**config.mk**
```make
export PLATFORM = sky130hd
export DESIGN_NAME = enet_gmii_rx_frame
export DESIGN_NICKNAME = d
export VERILOG_FILES = /design/src/rtl/enet_gmii_rx_frame.sv
export SDC_FILE = /design/constraint.sdc
export NUM_CORES = 1
export LEC_CHECK = 0
export CAP_MARGIN = 20
export CORE_UTILIZATION = 45
export DETAILED_ROUTE_END_ITERATION = 12
export PLACE_DENSITY_LB_ADDON = 0.05
export SYNTH_ARGS = -nofsm -noshare
export SYNTH_HDL_FRONTEND = slang
export SYNTH_SLANG_ARGS = --single-unit
```
**constraint.sdc**
```tcl
create_clock -name gmii_rx_clk -period 2.1 [get_ports gmii_rx_clk]
set_input_delay 0.42 -clock gmii_rx_clk [delete_from_list [all_inputs] [get_ports gmii_rx_clk]]
set_output_delay 0.42 -clock gmii_rx_clk [all_outputs]
set_load 0.1 [all_outputs]
```
**src/rtl/enet_gmii_rx_frame.sv**
```systemverilog
// GMII receive framer: strips preamble/SFD, checks FCS and length,
// streams DA..data bytes and keeps good/bad frame statistics.
module enet_gmii_rx_frame #(
    parameter int MIN_LEN = 64,
    parameter int MAX_LEN = 1522,
    parameter int CNT_W   = 32
) (
    input  logic             gmii_rx_clk,
    input  logic             rst,
    input  logic             gmii_rx_dv,
    input  logic             gmii_rx_er,
    input  logic [7:0]       gmii_rxd,
    output logic [7:0]       m_axis_tdata,
    output logic             m_axis_tvalid,
    output logic             m_axis_tlast,
    output logic             m_axis_tuser,
    output logic             stat_good,
    output logic             stat_bad,
    output logic             stat_crc_err,
    output logic             stat_len_err,
    output logic [CNT_W-1:0] cnt_good,
    output logic [CNT_W-1:0] cnt_bad
);

    localparam int LEN_W = $clog2(MAX_LEN + 2);

    typedef enum logic [1:0] {
        IDLE,
        PRE,
        DATA,
        DROP
    } state_t;

    state_t            state_q, state_d;
    logic [31:0]       crc_q, crc_d;
    logic [LEN_W-1:0]  len_q, len_d;
    logic              err_q, err_d;
    logic [2:0]        occ_q, occ_d;
    logic [4:0][7:0]   sr_q, sr_d;
    logic [7:0]        tdata_q, tdata_d;
    logic              tvalid_q, tvalid_d;
    logic              tlast_q, tlast_d;
    logic              tuser_q, tuser_d;
    logic              good_q, good_d;
    logic              bad_q, bad_d;
    logic              crc_err_q, crc_err_d;
    logic              len_err_q, len_err_d;
    logic [CNT_W-1:0]  cnt_good_q, cnt_good_d;
    logic [CNT_W-1:0]  cnt_bad_q, cnt_bad_d;
    logic              crc_ok;
    logic              len_bad;
    logic              bad;
    logic              start;

    function automatic logic [31:0] crc_byte(
        input logic [31:0] c,
        input logic [7:0]  d
    );
        logic [31:0] r;
        r = c;
        for (int i = 0; i < 8; i++) begin
            r = (r[0] ^ d[i]) ? ((r >> 1) ^ 32'hEDB8_8320) : (r >> 1);
        end
        return r;
    endfunction

    always_comb begin
        state_d   = state_q;
        crc_d     = crc_q;
        len_d     = len_q;
        err_d     = err_q;
        occ_d     = occ_q;
        sr_d      = sr_q;
        tdata_d   = 8'h00;
        tvalid_d  = 1'b0;
        tlast_d   = 1'b0;
        tuser_d   = 1'b0;
        good_d    = 1'b0;
        bad_d     = 1'b0;
        crc_err_d = 1'b0;
        len_err_d = 1'b0;
        start     = 1'b0;
        crc_ok    = (crc_q == 32'hDEBB_20E3);
        len_bad   = (len_q < LEN_W'(MIN_LEN));
        bad       = err_q | ~crc_ok | len_bad;

        unique case (state_q)
            IDLE, PRE: begin
                if (!gmii_rx_dv) begin
                    state_d = IDLE;
                end else if (gmii_rxd == 8'h55) begin
                    state_d = PRE;
                end else if (gmii_rxd == 8'hD5) begin
                    state_d = DATA;
                    start   = 1'b1;
                end else begin
                    state_d = DROP;
                end
            end
            DATA: begin
                if (gmii_rx_dv) begin
                    crc_d = crc_byte(crc_q, gmii_rxd);
                    len_d = len_q + LEN_W'(1);
                    err_d = err_q | gmii_rx_er;
                    sr_d  = {sr_q[3:0], gmii_rxd};
                    occ_d = (occ_q == 3'd5) ? 3'd5 : occ_q + 3'd1;
                    if (occ_q == 3'd5) begin
                        tvalid_d = 1'b1;
                        tdata_d  = sr_q[4];
                    end
                    // This byte makes the frame oversize: close it out now.
                    if (len_q == LEN_W'(MAX_LEN)) begin
                        tlast_d   = 1'b1;
                        tuser_d   = 1'b1;
                        bad_d     = 1'b1;
                        len_err_d = 1'b1;
                        state_d   = DROP;
                    end
                end else begin
                    state_d = IDLE;
                    if (occ_q == 3'd5) begin
                        tvalid_d  = 1'b1;
                        tdata_d   = sr_q[4];
                        tlast_d   = 1'b1;
                        tuser_d   = bad;
                        good_d    = ~bad;
                        bad_d     = bad;
                        crc_err_d = ~crc_ok;
                        len_err_d = len_bad;
                    end else begin
                        bad_d     = 1'b1;
                        len_err_d = 1'b1;
                    end
                end
            end
            DROP: begin
                if (!gmii_rx_dv) begin
                    state_d = IDLE;
                end
            end
            default: state_d = IDLE;
        endcase

        if (start) begin
            crc_d = 32'hFFFF_FFFF;
            len_d = '0;
            err_d = 1'b0;
            occ_d = 3'd0;
        end

        cnt_good_d = cnt_good_q;
        if (good_q && cnt_good_q != '1) begin
            cnt_good_d = cnt_good_q + CNT_W'(1);
        end
        cnt_bad_d = cnt_bad_q;
        if (bad_q && cnt_bad_q != '1) begin
            cnt_bad_d = cnt_bad_q + CNT_W'(1);
        end
    end

    always_ff @(posedge gmii_rx_clk) begin
        if (rst) begin
            state_q    <= IDLE;
            crc_q      <= '0;
            len_q      <= '0;
            err_q      <= 1'b0;
            occ_q      <= 3'd0;
            sr_q       <= '0;
            tdata_q    <= 8'h00;
            tvalid_q   <= 1'b0;
            tlast_q    <= 1'b0;
            tuser_q    <= 1'b0;
            good_q     <= 1'b0;
            bad_q      <= 1'b0;
            crc_err_q  <= 1'b0;
            len_err_q  <= 1'b0;
            cnt_good_q <= '0;
            cnt_bad_q  <= '0;
        end else begin
            state_q    <= state_d;
            crc_q      <= crc_d;
            len_q      <= len_d;
            err_q      <= err_d;
            occ_q      <= occ_d;
            sr_q       <= sr_d;
            tdata_q    <= tdata_d;
            tvalid_q   <= tvalid_d;
            tlast_q    <= tlast_d;
            tuser_q    <= tuser_d;
            good_q     <= good_d;
            bad_q      <= bad_d;
            crc_err_q  <= crc_err_d;
            len_err_q  <= len_err_d;
            cnt_good_q <= cnt_good_d;
            cnt_bad_q  <= cnt_bad_d;
        end
    end

    assign m_axis_tdata  = tdata_q;
    assign m_axis_tvalid = tvalid_q;
    assign m_axis_tlast  = tlast_q;
    assign m_axis_tuser  = tuser_q;
    assign stat_good     = good_q;
    assign stat_bad      = bad_q;
    assign stat_crc_err  = crc_err_q;
    assign stat_len_err  = len_err_q;
    assign cnt_good      = cnt_good_q;
    assign cnt_bad       = cnt_bad_q;

endmodule
```
==> impl_metrics.json, run 1 <==
{
  "outcome": "finished, final reports clean",
  "slew_viol_final": 0,
  "ir_drop_mv": 0.618,
  "area_growth_pct": 28.2,
  "ant_nets": 0,
  "critical_path_class": "in -> reg",
  "skew_ns": 0.00840,
  "max_cap_viol_count": 0,
  "start_util": 0.463,
  "synth_flop_cell": "dfxtp_1",
  "p_leak_nw": 3.60,
  "finalCritPeriodShare": 0.981,
  "io_buffers": 90,
  "hold_viol": 0,
  "place_area_mm2": 0.00928,
  "finalNetCount": 1022,
  "wl_per_cell_um": 14.9,
  "grt_antenna_before_repair": 0,
  "setup_tns_ns": 0,
  "cp-startpoint": "gmii_rxd[6]",
  "firstDrtPassIters": 4,
  "r2r-start": "cnt_good[1]",
  "power_density_mw_per_mm2": 740,
  "fp.coreArea_mm2": 0.0167,
  "die_h_um": 133,
  "hp-class": "in -> reg",
  "holdPathStages": 2,
  "die_area_mm2": 0.0177,
  "syn_avg_cell_area_um2": 8.76,
  "drive_gt1_frac": 0.261,
  "crit_end": "crc_q[5]",
  "synth-seq-cells": 168,
  "r2r-end": "cnt_good[19]",
  "clockBufferDepth": 2,
  "grt_pass1_wl_mm": 30.4,
  "clk_latency_ns": 0.43,
  "drt_iter0_drc": 322,
  "cp-end-kind": "flop",
  "rows": 47,
  "clk_pin_slew_worst_paths_ns": 0.07,
  "numCtsBuffers": 17,
  "grtUsageTotal": 0.212,
  "ios": 91,
  "final_area_mm2": 0.00991,
  "cts_hold_buffers": 0,
  "worst_pin_slew_ns": 0.518,
  "critical_path_arrival_ns": 2.40,
  "gp_congestion": 0.842,
  "antennaDiodeCount": 0,
  "reg2reg_slack_ns": 0.11,
  "cts_root_buf": "clkbuf_16",
  "relSlewSlack": 0.646,
  "path_max_fanout": 10,
  "synth_cell_types": 54,
  "syn-instance-count": 882,
  "grt.overflow.total": 0,
  "drc_errors": 0,
  "cts_tree": "yes",
  "synth_edf_count": 0,
  "clkSinkCount": 168,
  "place_inst": 1206,
  "die_w_um": 133,
  "grt_max_degree": 78,
  "fin_cells": 1239,
  "period_needed_ns": 2.06,
  "htreeDepth": 4,
  "wl_mm": 18.5,
  "netlist_area_mm2": 0.00773,
  "yosysSeqAreaShare": 0.435,
  "hpwl_mm": 12.9,
  "finalSetupViolations": 0,
  "vias": 6731,
  "yosysWarnings": 0,
  "fin_util": 0.594,
  "syn_nets": 898,
  "reg2reg_depth": 7,
  "start_kind": "input port",
  "synthArstFlopShare": 0,
  "max_freq_mhz": 486,
  "via_per_inst": 5.43,
  "grt_pass1_vias": 6179,
  "cp_data_required_time_ns": 2.44
}
-- what timing repair did --
action                     in CTS  in global routing
setup buffers                   0                  1
setup endpoints to repair       0                 17
resized for setup               0                  8
-- state kept, by name, indices dropped and copies added (netlist names) --
| signal | flops |
|---|---|
| sr_q | 40 |
| cnt_bad | 32 |
| cnt_good | 32 |
| crc_q | 32 |
| len_q | 11 |
| m_axis_tdata | 8 |
| occ_q | 3 |
| state_q | 2 |
| err_q | 1 |
| m_axis_tlast | 1 |
| m_axis_tuser | 1 |
| m_axis_tvalid | 1 |
| stat_bad | 1 |
| stat_crc_err | 1 |
| stat_good | 1 |
| stat_len_err | 1 |
-- power breakdown --
part           internal [W]  leakage (nW)  switching [W]
Clock               0.00165         0.285        0.00142
Sequential          0.00318          1.40      0.0000566
Combinational      0.000543          1.92       0.000482
Total               0.00537          3.60        0.00196
-- stage by stage --
step	hold WS, ns	total power (W)	setup slack [ns]
2_1_floorplan	0.416	0.00399	-0.00609
3_3_place_gp	0.438	0.00431	-0.344
3_5_place_dp	0.438	0.00433	-0.387
4_1_cts	0.279	0.00741	0.0104
5_1_grt	0.282	0.00763	-0.0539
6_report	0.294	0.00733	0.0403
-- worst min path at each step --
stage          startpoint         to  slack [ns]
2_1_floorplan       err_q  stat_good        0.42
3_3_place_gp     sr_q[12]   sr_q[20]        0.44
3_5_place_dp        err_q  stat_good        0.44
4_1_cts               rst  crc_q[11]        0.28
5_1_grt               rst  crc_q[10]        0.28
6_report              rst  crc_q[11]        0.29
-- Yosys cell counts, types with 4 or more instances --
cell	number	area, um2
nor4_1	9	56.3
and2_1	13	81.3
and3_1	14	87.6
or3_1	39	244
o21ai_0	40	200
ha_1	4	50.1
or4_1	7	52.6
nor3_1	17	85.1
nand4_1	25	156
xnor2_4	4	110
nand3_1	31	155
a221oi_1	8	70.1
nor2_1	62	233
nand2_1	124	465
dfxtp_1	168	3360
o31ai_1	8	60.1
xor2_1	26	228
nand4b_1	4	35.0
xnor3_1	6	135
xnor2_2	5	81.3
a211oi_1	15	113
buf_2	5	25.0
inv_1	8	30.0
and4_1	11	96.3
a31oi_1	4	25.0
xnor2_1	48	420
a21oi_1	97	485
clkbuf_1	39	146
-- final cells by class --
cell class                      instances  area (um2)
Sequential cell                       168        3550
Fill cell                            1495        6790
Tap cell                              220         275
Multi-Input combinational cell        660        4220
Timing Repair Buffer                  151        1260
Inverter                                8        30.0
Clock inverter                         13         128
Clock buffer                           19         454
-- layer usage --
metal / share of wire / vias to the layer above / global-route usage
met5: 0 / - / 0
met4: 0.014 / 0 / 0.0613
met3: 0.037 / 22 / 0.0429
met2: 0.49 / 131 / 0.356
met1: 0.46 / 3195 / 0.274
li1: - / 3383 / -
-- cell families (layout without fill, tap and decap cells) --
kind of cell,count (synthesis),in the layout,synth area share
AOI/OAI and AO/OA,187,187,0.141
xor gates and xnor gates,94,94,0.141
adders and majority gates,4,4,0.00647
buffers and inverters,54,191,0.0275
DFF,168,168,0.435
muxes,3,3,0.00405
and+or+nand+nor,372,372,0.244
-- worst max-delay path: stages --
cell,delay (ns)
clkdlybuf4s50_1,0.62
nor4bb_2,0.39
buf_4,0.18
nand3_1,0.13
a21oi_2,0.23
buf_12,0.16
nor2_1,0.06
a211oi_1,0.21
-- cells in the final DEF, fill, tap and decap left out, types with 4 or more instances in the layout --
master,netlist,layout
nor2_1,62,62
a221oi_1,8,8
inv_6,0,4
nand2_1,124,124
dfxtp_2,0,25
clkdlybuf4s50_1,0,9
and2_1,13,13
and4_1,11,11
a211oi_1,15,15
nand4b_1,4,4
or4_1,7,7
xnor3_1,6,6
xnor2_2,5,5
xor2_1,26,26
nand4_1,25,25
buf_4,1,133
or3_1,39,39
xnor2_1,48,48
o21ai_0,40,40
a31oi_1,4,4
and3_1,14,14
clkbuf_16,0,18
inv_8,0,4
inv_1,8,8
nand3_1,31,31
a21oi_1,97,97
nor4_1,9,8
dfxtp_1,168,102
o31ai_1,8,7
xnor2_4,4,4
dfxtp_4,0,41
nor3_1,17,16
buf_12,0,8
No activity file was read; power rests on OpenSTA's default activity.
==> run 2, diff against run 1 <==
CORE_MARGIN = 2   (was default)
==> run 2 against run 1 <==
Net effect:
- power grew 1.1%
- hold slack got worse by 0.033 ns
- sequential power about the same
- via count fell by 0.52%
- clock skew is 0.0032 ns higher
- count of clock-buffer cells in the layout is 1 lower
- die area rose by 3.0%
- highest routed layer unchanged
- register-to-register slack got worse by 0.03 ns
- worst setup slack better by 0.041 ns
==> impl_metrics.json, run 2 (synthesized netlist as in run 1, its figures left out) <==
{
  "wl_mm": 18.4,
  "p_total_w": 0.00741,
  "grtUsageTotal": 0.208,
  "outcome": "finished, final reports clean",
  "clockBufferDepth": 2,
  "grtUsageMet1": 0.272,
  "clk_pin_slew_worst_paths_ns": 0.07,
  "p_sw_w": 0.00188,
  "vias": 6696,
  "setup_slack_ns": 0.0811,
  "antennaDiodeCount": 0,
  "rows": 47,
  "power_density_mw_per_mm2": 748,
  "cts_root_buf": "clkbuf_16",
  "grt_antenna_before_repair": 0,
  "layout_commonest_cell": "buf_4",
  "critical_path_arrival_ns": 2.33,
  "firstDrtPassIters": 7,
  "clockPowerShare": 0.429,
  "drive_gt1_frac": 0.264,
  "cts_tree": "yes",
  "finalSetupViolations": 0,
  "fin_util": 0.593,
  "max_freq_mhz": 495,
  "via_per_inst": 5.39,
  "relSlewSlack": 0.604,
  "wl_per_cell_um": 14.8,
  "grt_pass1_wl_mm": 30.9,
  "ir_drop_mv": 0.581,
  "die_h_um": 135,
  "die_w_um": 135,
  "area_growth_pct": 28.1,
  "hold_viol": 0,
  "critPathBufInv": 0,
  "rsz0062_at_grt": "yes",
  "clk_latency_ns": 0.43,
  "pre_cts_ws_ns": -0.357,
  "drt_iter0_drc": 371,
  "htreeDepth": 4,
  "grt.overflow.total": 0,
  "skew_ns": 0.0116,
  "hp-class": "in -> reg",
  "cp_cell_sequence": "ha_1, and2_1, and3_1, a311o_2, nor3_1, mux2_2",
  "finalNetCount": 1026,
  "p_leak_nw": 3.60,
  "io_buffers": 90,
  "ant_nets": 0,
  "start_util": 0.463,
  "ios": 91,
  "die_area_mm2": 0.0182,
  "critical_path_class": "reg -> reg",
  "grt_pass1_vias": 6322,
  "p_comb_frac": 0.134,
  "layout_common_cells": "buf_4 (140), nand2_1 (124), dfxtp_1 (102), a21oi_1 (97), nor2_1 (62)",
  "numCtsBuffers": 17,
  "setup_tns_ns": 0,
  "cp_slowest_cell": "a311o_2",
  "grt.busiest_layer": "met2",
  "met2_usage": 0.352,
  "seq_power_share": 0.437,
  "max_cap_viol_count": 0,
  "top_register": "sr_q",
  "worst_pin_slew_ns": 0.594,
  "period_needed_ns": 2.02,
  "critical_path.top_delay_family": "simple AND/OR/NAND/NOR gates",
  "slew_viol_final": 0,
  "intPower_w": 0.00553,
  "clkSinkCount": 168,
  "path_max_fanout": 9,
  "hpwl_mm": 13.0,
  "cp_data_required_time_ns": 2.41,
  "finalCritPeriodShare": 0.961,
  "crit_path_max_incr_delay_ns": 0.44,
  "fp.coreArea_mm2": 0.0167,
  "drc_errors": 0,
  "start_kind": "flop",
  "grtUsageMet3": 0.0390,
  "largest_register_ffs": 40,
  "gp_congestion": 0.839,
  "cts_hold_buffers": 0,
  "cp-end-kind": "flop",
  "grt_max_degree": 55,
  "swShare": 0.254
}
-- run 2: cell count changes in the layout (fill, tap and decap cells not counted), moves of 2 or more --
| cell | delta |
|---|---|
| inv_8 | -2 |
| bufinv_16 | +2 |
| clkinv_4 | +2 |
| buf_12 | -3 |
| buf_4 | +7 |
-- run 2: final timing paths --
path	startpoint	endpoint	slack (ns)	depth (start not counted)
worst max-delay path	cnt_good[0]	cnt_good[31]	0.08	6
worst min-delay path	rst	cnt_good[29]	0.26	2
worst max register to register	cnt_good[0]	cnt_good[31]	0.08	6
worst min register to register	sr_q[20]	sr_q[28]	0.45	2
-- run 2: cell type report --
type,instances,area [um2]
Fill cell,1514,6800
Multi-Input combinational cell,660,4200
Sequential cell,168,3550
Timing Repair Buffer,155,1250
Clock buffer,18,439
Tap cell,220,275
Clock inverter,14,163
Inverter,8,30.0
-- run 2: power groups by stage --
stage	sequential, W	clock, W	combinational (W)
2_1_floorplan	0.00330	0	0.000691
4_1_cts	0.00324	0.00326	0.00100
3_5_place_dp	0.00331	0	0.000998
5_1_grt	0.00324	0.00339	0.00107
6_report	0.00324	0.00318	0.000995
3_3_place_gp	0.00331	0	0.000983
-- run 2: repair_timing --
item,CTS,global route
endpoints found under the setup margin,0,17
setup buffers,0,0
gates resized for setup,0,4
-- run 2: through the flow --
| step | hold WS (ns) | instance area, um2 | instances |
|---|---|---|---|
| 2_1_floorplan | 0.416 | 7940 | 882 |
| 3_3_place_gp | 0.439 | 9280 | 1211 |
| 3_5_place_dp | 0.443 | 9280 | 1211 |
| 4_1_cts | 0.242 | 9890 | 1243 |
| 5_1_grt | 0.261 | 9900 | 1243 |
| 6_report | 0.261 | 9900 | 1243 |
-- run 2: layer usage --
metal,part of all wire,up-vias
met3,0.041,18
met1,0.46,3153
met5,0,-
li1,-,3391
met2,0.48,134
met4,0.010,0
